**config.mk**
```make
export PLATFORM = sky130hd
export DESIGN_NAME = control_sequencer
export DESIGN_NICKNAME = d
export VERILOG_FILES = /design/src/rtl/control_sequencer.sv
export SDC_FILE = /design/constraint.sdc
export NUM_CORES = 1
export LEC_CHECK = 0
export CAP_MARGIN = 30
export CORE_UTILIZATION = 42
export CTS_CLUSTER_SIZE = 25
export DETAILED_ROUTE_END_ITERATION = 7
export HOLD_SLACK_MARGIN = 0.06
export PLACE_DENSITY = 0.87
export SETUP_SLACK_MARGIN = 0.4
export SLEW_MARGIN = 20
export SYNTH_ARGS = -nofsm -noshare
export SYNTH_HDL_FRONTEND = slang
export SYNTH_SLANG_ARGS = --single-unit
```
**constraint.sdc**
```tcl
create_clock -name clock -period 5.5 [get_ports clock]
set_input_delay 1.1 -clock clock [delete_from_list [all_inputs] [get_ports clock]]
set_output_delay 1.1 -clock clock [all_outputs]
set_load 0.05 [all_outputs]
```
**src/rtl/control_sequencer.sv**
```systemverilog
// Hardwired Moore control unit for the simple-CPU datapath: fetch, decode and
// per-class execute states, one state per clock, with a memory-wait down-counter.
module control_sequencer #(
  parameter int unsigned MEM_WAIT = 1,
  parameter logic [4:0]  OP_ADD   = 5'b00011
) (
  input  logic        clock,
  input  logic        clear,
  input  logic [31:0] ir,
  input  logic        con_ff,
  output logic        PCout,
  output logic        ZLowout,
  output logic        MDRout,
  output logic        Cout,
  output logic        MAR_enable,
  output logic        PC_enable,
  output logic        MDR_enable,
  output logic        IR_enable,
  output logic        Y_enable,
  output logic        Z_low_enable,
  output logic        Z_high_enable,
  output logic        IncPC,
  output logic        Read,
  output logic        Write,
  output logic        GRA,
  output logic        GRB,
  output logic        GRC,
  output logic        Rin,
  output logic        Rout,
  output logic        BAout,
  output logic        CON_in,
  output logic [4:0]  operation,
  output logic        run,
  output logic [3:0]  dbg_state_o
);

  typedef enum logic [3:0] {
    S_F0, S_F1, S_F2, S_E0, S_E1, S_E2, S_E3, S_E4, S_HALT
  } state_e;

  typedef enum logic [2:0] {
    C_LD, C_LDI, C_ST, C_ALU, C_IMM, C_BR, C_NOP, C_HALT
  } cls_e;

  typedef struct packed {
    logic PCout, ZLowout, MDRout, Cout;
    logic MAR_enable, PC_enable, MDR_enable, IR_enable;
    logic Y_enable, Z_low_enable, Z_high_enable;
    logic IncPC, Read, Write;
    logic GRA, GRB, GRC, Rin, Rout, BAout, CON_in;
    logic [4:0] operation;
  } ctl_t;

  localparam logic [3:0] WAIT_LOAD = (MEM_WAIT == 0) ? 4'd1 : 4'(MEM_WAIT);

  state_e     state_q, state_d;
  logic [3:0] cnt_q, cnt_d;
  cls_e       cls;
  logic [4:0] opcode, imm_op;
  ctl_t       ctl, ctl_g;
  logic       unused_ir_bits;

  assign opcode         = ir[31:27];
  assign unused_ir_bits = ^ir[26:0];

  always_comb begin
    cls    = C_NOP;
    imm_op = OP_ADD;
    if (opcode == 5'b00000)                  cls = C_LD;
    else if (opcode == 5'b00001)             cls = C_LDI;
    else if (opcode == 5'b00010)             cls = C_ST;
    else if (opcode inside {[5'd3:5'd9]})    cls = C_ALU;
    else if (opcode inside {[5'd10:5'd12]}) begin
      cls = C_IMM;
      if (opcode == 5'b01011)      imm_op = 5'b00101;
      else if (opcode == 5'b01100) imm_op = 5'b00110;
    end
    else if (opcode == 5'b10010)             cls = C_BR;
    else if (opcode == 5'b11011)             cls = C_HALT;
  end

  always_ff @(posedge clock or posedge clear) begin
    if (clear) begin
      state_q <= S_F0;
      cnt_q   <= '0;
    end else begin
      state_q <= state_d;
      cnt_q   <= cnt_d;
    end
  end

  always_comb begin
    state_d = state_q;
    cnt_d   = cnt_q;
    ctl     = '0;
    case (state_q)
      S_F0: begin
        ctl.PCout = 1'b1; ctl.MAR_enable = 1'b1; ctl.IncPC = 1'b1;
        state_d = S_F1;
        cnt_d   = WAIT_LOAD;
      end
      S_F1: begin
        ctl.Read = 1'b1; ctl.MDR_enable = 1'b1;
        if (cnt_q <= 4'd1) state_d = S_F2;
        else               cnt_d   = cnt_q - 4'd1;
      end
      S_F2: begin
        ctl.MDRout = 1'b1; ctl.IR_enable = 1'b1;
        state_d = S_E0;
      end
      S_E0: begin
        state_d = S_E1;
        case (cls)
          C_LD, C_LDI, C_ST: begin ctl.GRB = 1'b1; ctl.BAout = 1'b1; ctl.Y_enable = 1'b1; end
          C_ALU, C_IMM:      begin ctl.GRB = 1'b1; ctl.Rout = 1'b1; ctl.Y_enable = 1'b1; end
          C_BR:              begin ctl.GRA = 1'b1; ctl.Rout = 1'b1; ctl.CON_in = 1'b1; end
          C_HALT:            state_d = S_HALT;
          default:           state_d = S_F0;
        endcase
      end
      S_E1: begin
        state_d = S_E2;
        case (cls)
          C_LD, C_LDI, C_ST: begin ctl.Cout = 1'b1; ctl.operation = OP_ADD; ctl.Z_low_enable = 1'b1; end
          C_ALU: begin
            ctl.GRC = 1'b1; ctl.Rout = 1'b1; ctl.operation = opcode;
            ctl.Z_low_enable = 1'b1; ctl.Z_high_enable = 1'b1;
          end
          C_IMM:   begin ctl.Cout = 1'b1; ctl.operation = imm_op; ctl.Z_low_enable = 1'b1; end
          C_BR:    begin ctl.PCout = 1'b1; ctl.Y_enable = 1'b1; end
          default: state_d = S_F0;
        endcase
      end
      S_E2: begin
        state_d = S_F0;
        case (cls)
          C_LD, C_ST: begin
            ctl.ZLowout = 1'b1; ctl.MAR_enable = 1'b1;
            state_d = S_E3;
            cnt_d   = WAIT_LOAD;
          end
          C_LDI, C_ALU, C_IMM: begin ctl.ZLowout = 1'b1; ctl.GRA = 1'b1; ctl.Rin = 1'b1; end
          C_BR: begin
            ctl.Cout = 1'b1; ctl.operation = OP_ADD; ctl.Z_low_enable = 1'b1;
            state_d = S_E3;
          end
          default: state_d = S_F0;
        endcase
      end
      S_E3: begin
        state_d = S_F0;
        case (cls)
          C_LD: begin
            ctl.Read = 1'b1; ctl.MDR_enable = 1'b1;
            if (cnt_q <= 4'd1) state_d = S_E4;
            else begin
              state_d = S_E3;
              cnt_d   = cnt_q - 4'd1;
            end
          end
          // Read stays low so the MDR captures the register value from the bus.
          C_ST: begin
            ctl.GRA = 1'b1; ctl.Rout = 1'b1; ctl.MDR_enable = 1'b1;
            state_d = S_E4;
            cnt_d   = WAIT_LOAD;
          end
          C_BR: begin
            ctl.ZLowout   = con_ff;
            ctl.PC_enable = con_ff;
          end
          default: state_d = S_F0;
        endcase
      end
      S_E4: begin
        state_d = S_F0;
        case (cls)
          C_LD: begin ctl.MDRout = 1'b1; ctl.GRA = 1'b1; ctl.Rin = 1'b1; end
          C_ST: begin
            ctl.Write = 1'b1;
            if (cnt_q > 4'd1) begin
              state_d = S_E4;
              cnt_d   = cnt_q - 4'd1;
            end
          end
          default: state_d = S_F0;
        endcase
      end
      S_HALT:  state_d = S_HALT;
      default: state_d = S_F0;
    endcase
  end

  // Strobes are forced low while clear is high so an in-flight Rin/Write dies at once.
  assign ctl_g = clear ? '0 : ctl;

  assign PCout         = ctl_g.PCout;
  assign ZLowout       = ctl_g.ZLowout;
  assign MDRout        = ctl_g.MDRout;
  assign Cout          = ctl_g.Cout;
  assign MAR_enable    = ctl_g.MAR_enable;
  assign PC_enable     = ctl_g.PC_enable;
  assign MDR_enable    = ctl_g.MDR_enable;
  assign IR_enable     = ctl_g.IR_enable;
  assign Y_enable      = ctl_g.Y_enable;
  assign Z_low_enable  = ctl_g.Z_low_enable;
  assign Z_high_enable = ctl_g.Z_high_enable;
  assign IncPC         = ctl_g.IncPC;
  assign Read          = ctl_g.Read;
  assign Write         = ctl_g.Write;
  assign GRA           = ctl_g.GRA;
  assign GRB           = ctl_g.GRB;
  assign GRC           = ctl_g.GRC;
  assign Rin           = ctl_g.Rin;
  assign Rout          = ctl_g.Rout;
  assign BAout         = ctl_g.BAout;
  assign CON_in        = ctl_g.CON_in;
  assign operation     = ctl_g.operation;
  assign run           = (state_q != S_HALT);
  assign dbg_state_o   = state_q;

endmodule

```
==> metrics.csv <==
metric,value,unit
finalCritPeriodShare,0.857,
final_common_cell,clkdlybuf4s50_1,
wl_per_cell,14.2,um
firstDrtPassIters,4,
ant_nets,0,
min_path_type,register to register,
grt_first_pass_wirelength,6.07,mm
yosysWarnings,0,
drt_iter0_drc,72,
numCtsBuffers,3,
syn_area_per_cell,6.51,um2
diodes,0,
setup_viol,0,
clock_skew,0.00134,ns
viasPerCell,6.17,
drc_errors,0,
die-area,3130,um2
rsz0062_at_grt,false,
required,4.40,ns
holdBufCountCts,0,
final_cells,249,
syn_nets,225,
grt-ovfl-total,0,
ys_ff_latch,8,
post-route-util,0.593,
hold_viol,0,
grt_usage,0.237,
clk_latency,0.26,ns
ctsResizeCount,0,
ys.flop_type,dfrtp_1,
min_period,4.71,ns
finalNetCount,257,
routabilityCongestion,0.914,
max_freq,212,MHz
max_slew.worst_pin.slew,0.734,ns
whs,0.638,ns
synthArstFlopShare,1.00,
cp_cell_sequence,clkdlybuf4s50_1 -> or4_1 -> nor2_1 -> a21oi_1 -> nor3_1 -> clkdlybuf4s50_1,
area_delta_synth_final,33.7,%
via_count,1536,
grt_max_degree,24,
root_buffer,clkbuf_4,
path_class,input pin to output pin,
fin_setup_tns,0,ns
slowest_stage,clkdlybuf4s50_1,
routed_wl,3.54,mm
synth.distinct_cells,46,
slew_headroom,0.507,
fin_total_pwr,0.647,mW
h-tree-depth,1,
dp.cells,246,
coreArea,2760,um2
status,"complete, no violations",
syn_inst,188,
ys_seq_area_frac,0.164,
final_max_slew_viol_count,0,
cts_setup_buffers,0,
path_max_fanout,10,
io_pins,66,
slowest_delay,0.83,ns
critPathCaptureType,output pin,
drive_above_1_share,0.0826,
leakage,0.612,nW
arrival,3.61,ns
ctsLongestPathBuffers,2,
ir_drop,0.314,mV
startpoint_type,input pin,
cts_tree,done,
start_util,0.444,
path_clk_slew,0.05,ns
hpwl,2.63,mm
pwr_density_cell,395,nW/um2
final_cell_mix,"clkdlybuf4s50_1, nor2_1, a21oi_1",
syn_area,1220,um2
cap_violations,0,
port-buffer-count,37,
rows,19,
cpMostUsedCell,clkdlybuf4s50_1,
synth_edf_count,0,
antenna_found_initial,0,
grt_pass1_vias,1363,
die_h,56.0,um
cts.sinks,8,
die_x,56.0,um
==> final timing paths <==
path	depth (start not counted)	endpoint	slack, ns	start
max	6	Read	0.79	ir[31]
min	2	cnt_q[1]	0.64	cnt_q[1]
max reg2reg	7	cnt_q[3]	3.29	cnt_q[0]
min reg2reg	2	cnt_q[1]	0.64	cnt_q[1]
max in group asynchronous	2	dbg_state_o[1]	3.83	clear
min in group asynchronous	2	cnt_q[2]	1.40	clear
==> registers in the layout, summed over array words and instances (netlist names) <==
| signal | flops |
|---|---|
| dbg_state_o | 4 |
| cnt_q | 4 |
==> per-layer routing <==
layer  global-route usage  share of wire  up-vias
li1                     -              -      747
met2                0.350           0.46       69
met5                    0              0        -
met1                0.353           0.45      716
met4               0.0662         0.0082        0
met3               0.0419          0.077        4
==> cell usage after synthesis, types with 2 or more instances <==
cell type  instances  area (um2)
nor3_1            18        90.1
o21a_1             3        22.5
a211o_1            3        26.3
or2_2              4        25.0
o221ai_1           2        17.5
a22o_1             2        17.5
nor2b_1            4        25.0
ha_1               2        25.0
clkbuf_1          14        52.6
o31ai_1            3        22.5
and3_1             2        12.5
o22ai_1            3        18.8
buf_4              2        15.0
nand2b_1           8        50.1
a31oi_1            3        18.8
nand3_1            4        20.0
inv_1              7        26.3
o211ai_1           2        15.0
a21oi_1           19        95.1
nand2_1           15        56.3
nor2_1            21        78.8
o311a_1            2        20.0
o21bai_1           2        15.0
nor4_1             4        25.0
xnor2_1            3        26.3
nor3b_1            2        15.0
dfrtp_1            8         200
o21ai_1            2        10.0
o21ai_0            6        30.0
nor4b_1            2        17.5
==> critical path: cells and delay by family <==
| kind | cells | cell delay, ns |
|---|---|---|
| buffers and inverters | 2 | 1.40 |
| AND/OR/NAND/NOR | 3 | 1.00 |
| AO/OA/AOI/OAI | 1 | 0.11 |
==> per-stage QoR <==
step	cell area, um2	setup WS, ns
6_report	1640	0.788
3_5_place_dp	1610	0.820
5_1_grt	1640	0.674
3_3_place_gp	1610	0.811
4_1_cts	1640	0.802
2_1_floorplan	1220	0.462
==> logic make-up after synthesis <==
| kind of cell | Yosys count | synth area share |
|---|---|---|
| AO/OA/AOI/OAI | 59 | 0.330 |
| other | 1 | 0.00306 |
| buffers and inverters | 25 | 0.0838 |
| adder cells (fa/ha/maj) | 2 | 0.0204 |
| flip-flops | 8 | 0.164 |
| AND/OR/NAND/NOR | 90 | 0.377 |
| XOR/XNOR | 3 | 0.0215 |
==> final cells by class <==
cell class / instances / area, um2
Clock buffer: 3 / 22.5
Fill cell: 260 / 1120
Tap cell: 31 / 38.8
Timing Repair Buffer: 45 / 428
Sequential cell: 8 / 200
Inverter: 7 / 26.3
Multi-Input combinational cell: 155 / 921
==> power breakdown <==
group	switching [mW]	internal, mW	total (mW)
combinational	0.280	0.175	0.455
clock	0.0213	0.0251	0.0463
sequential	0.0724	0.0731	0.146
total	0.374	0.273	0.647
(Power assumes the default switching activity.)
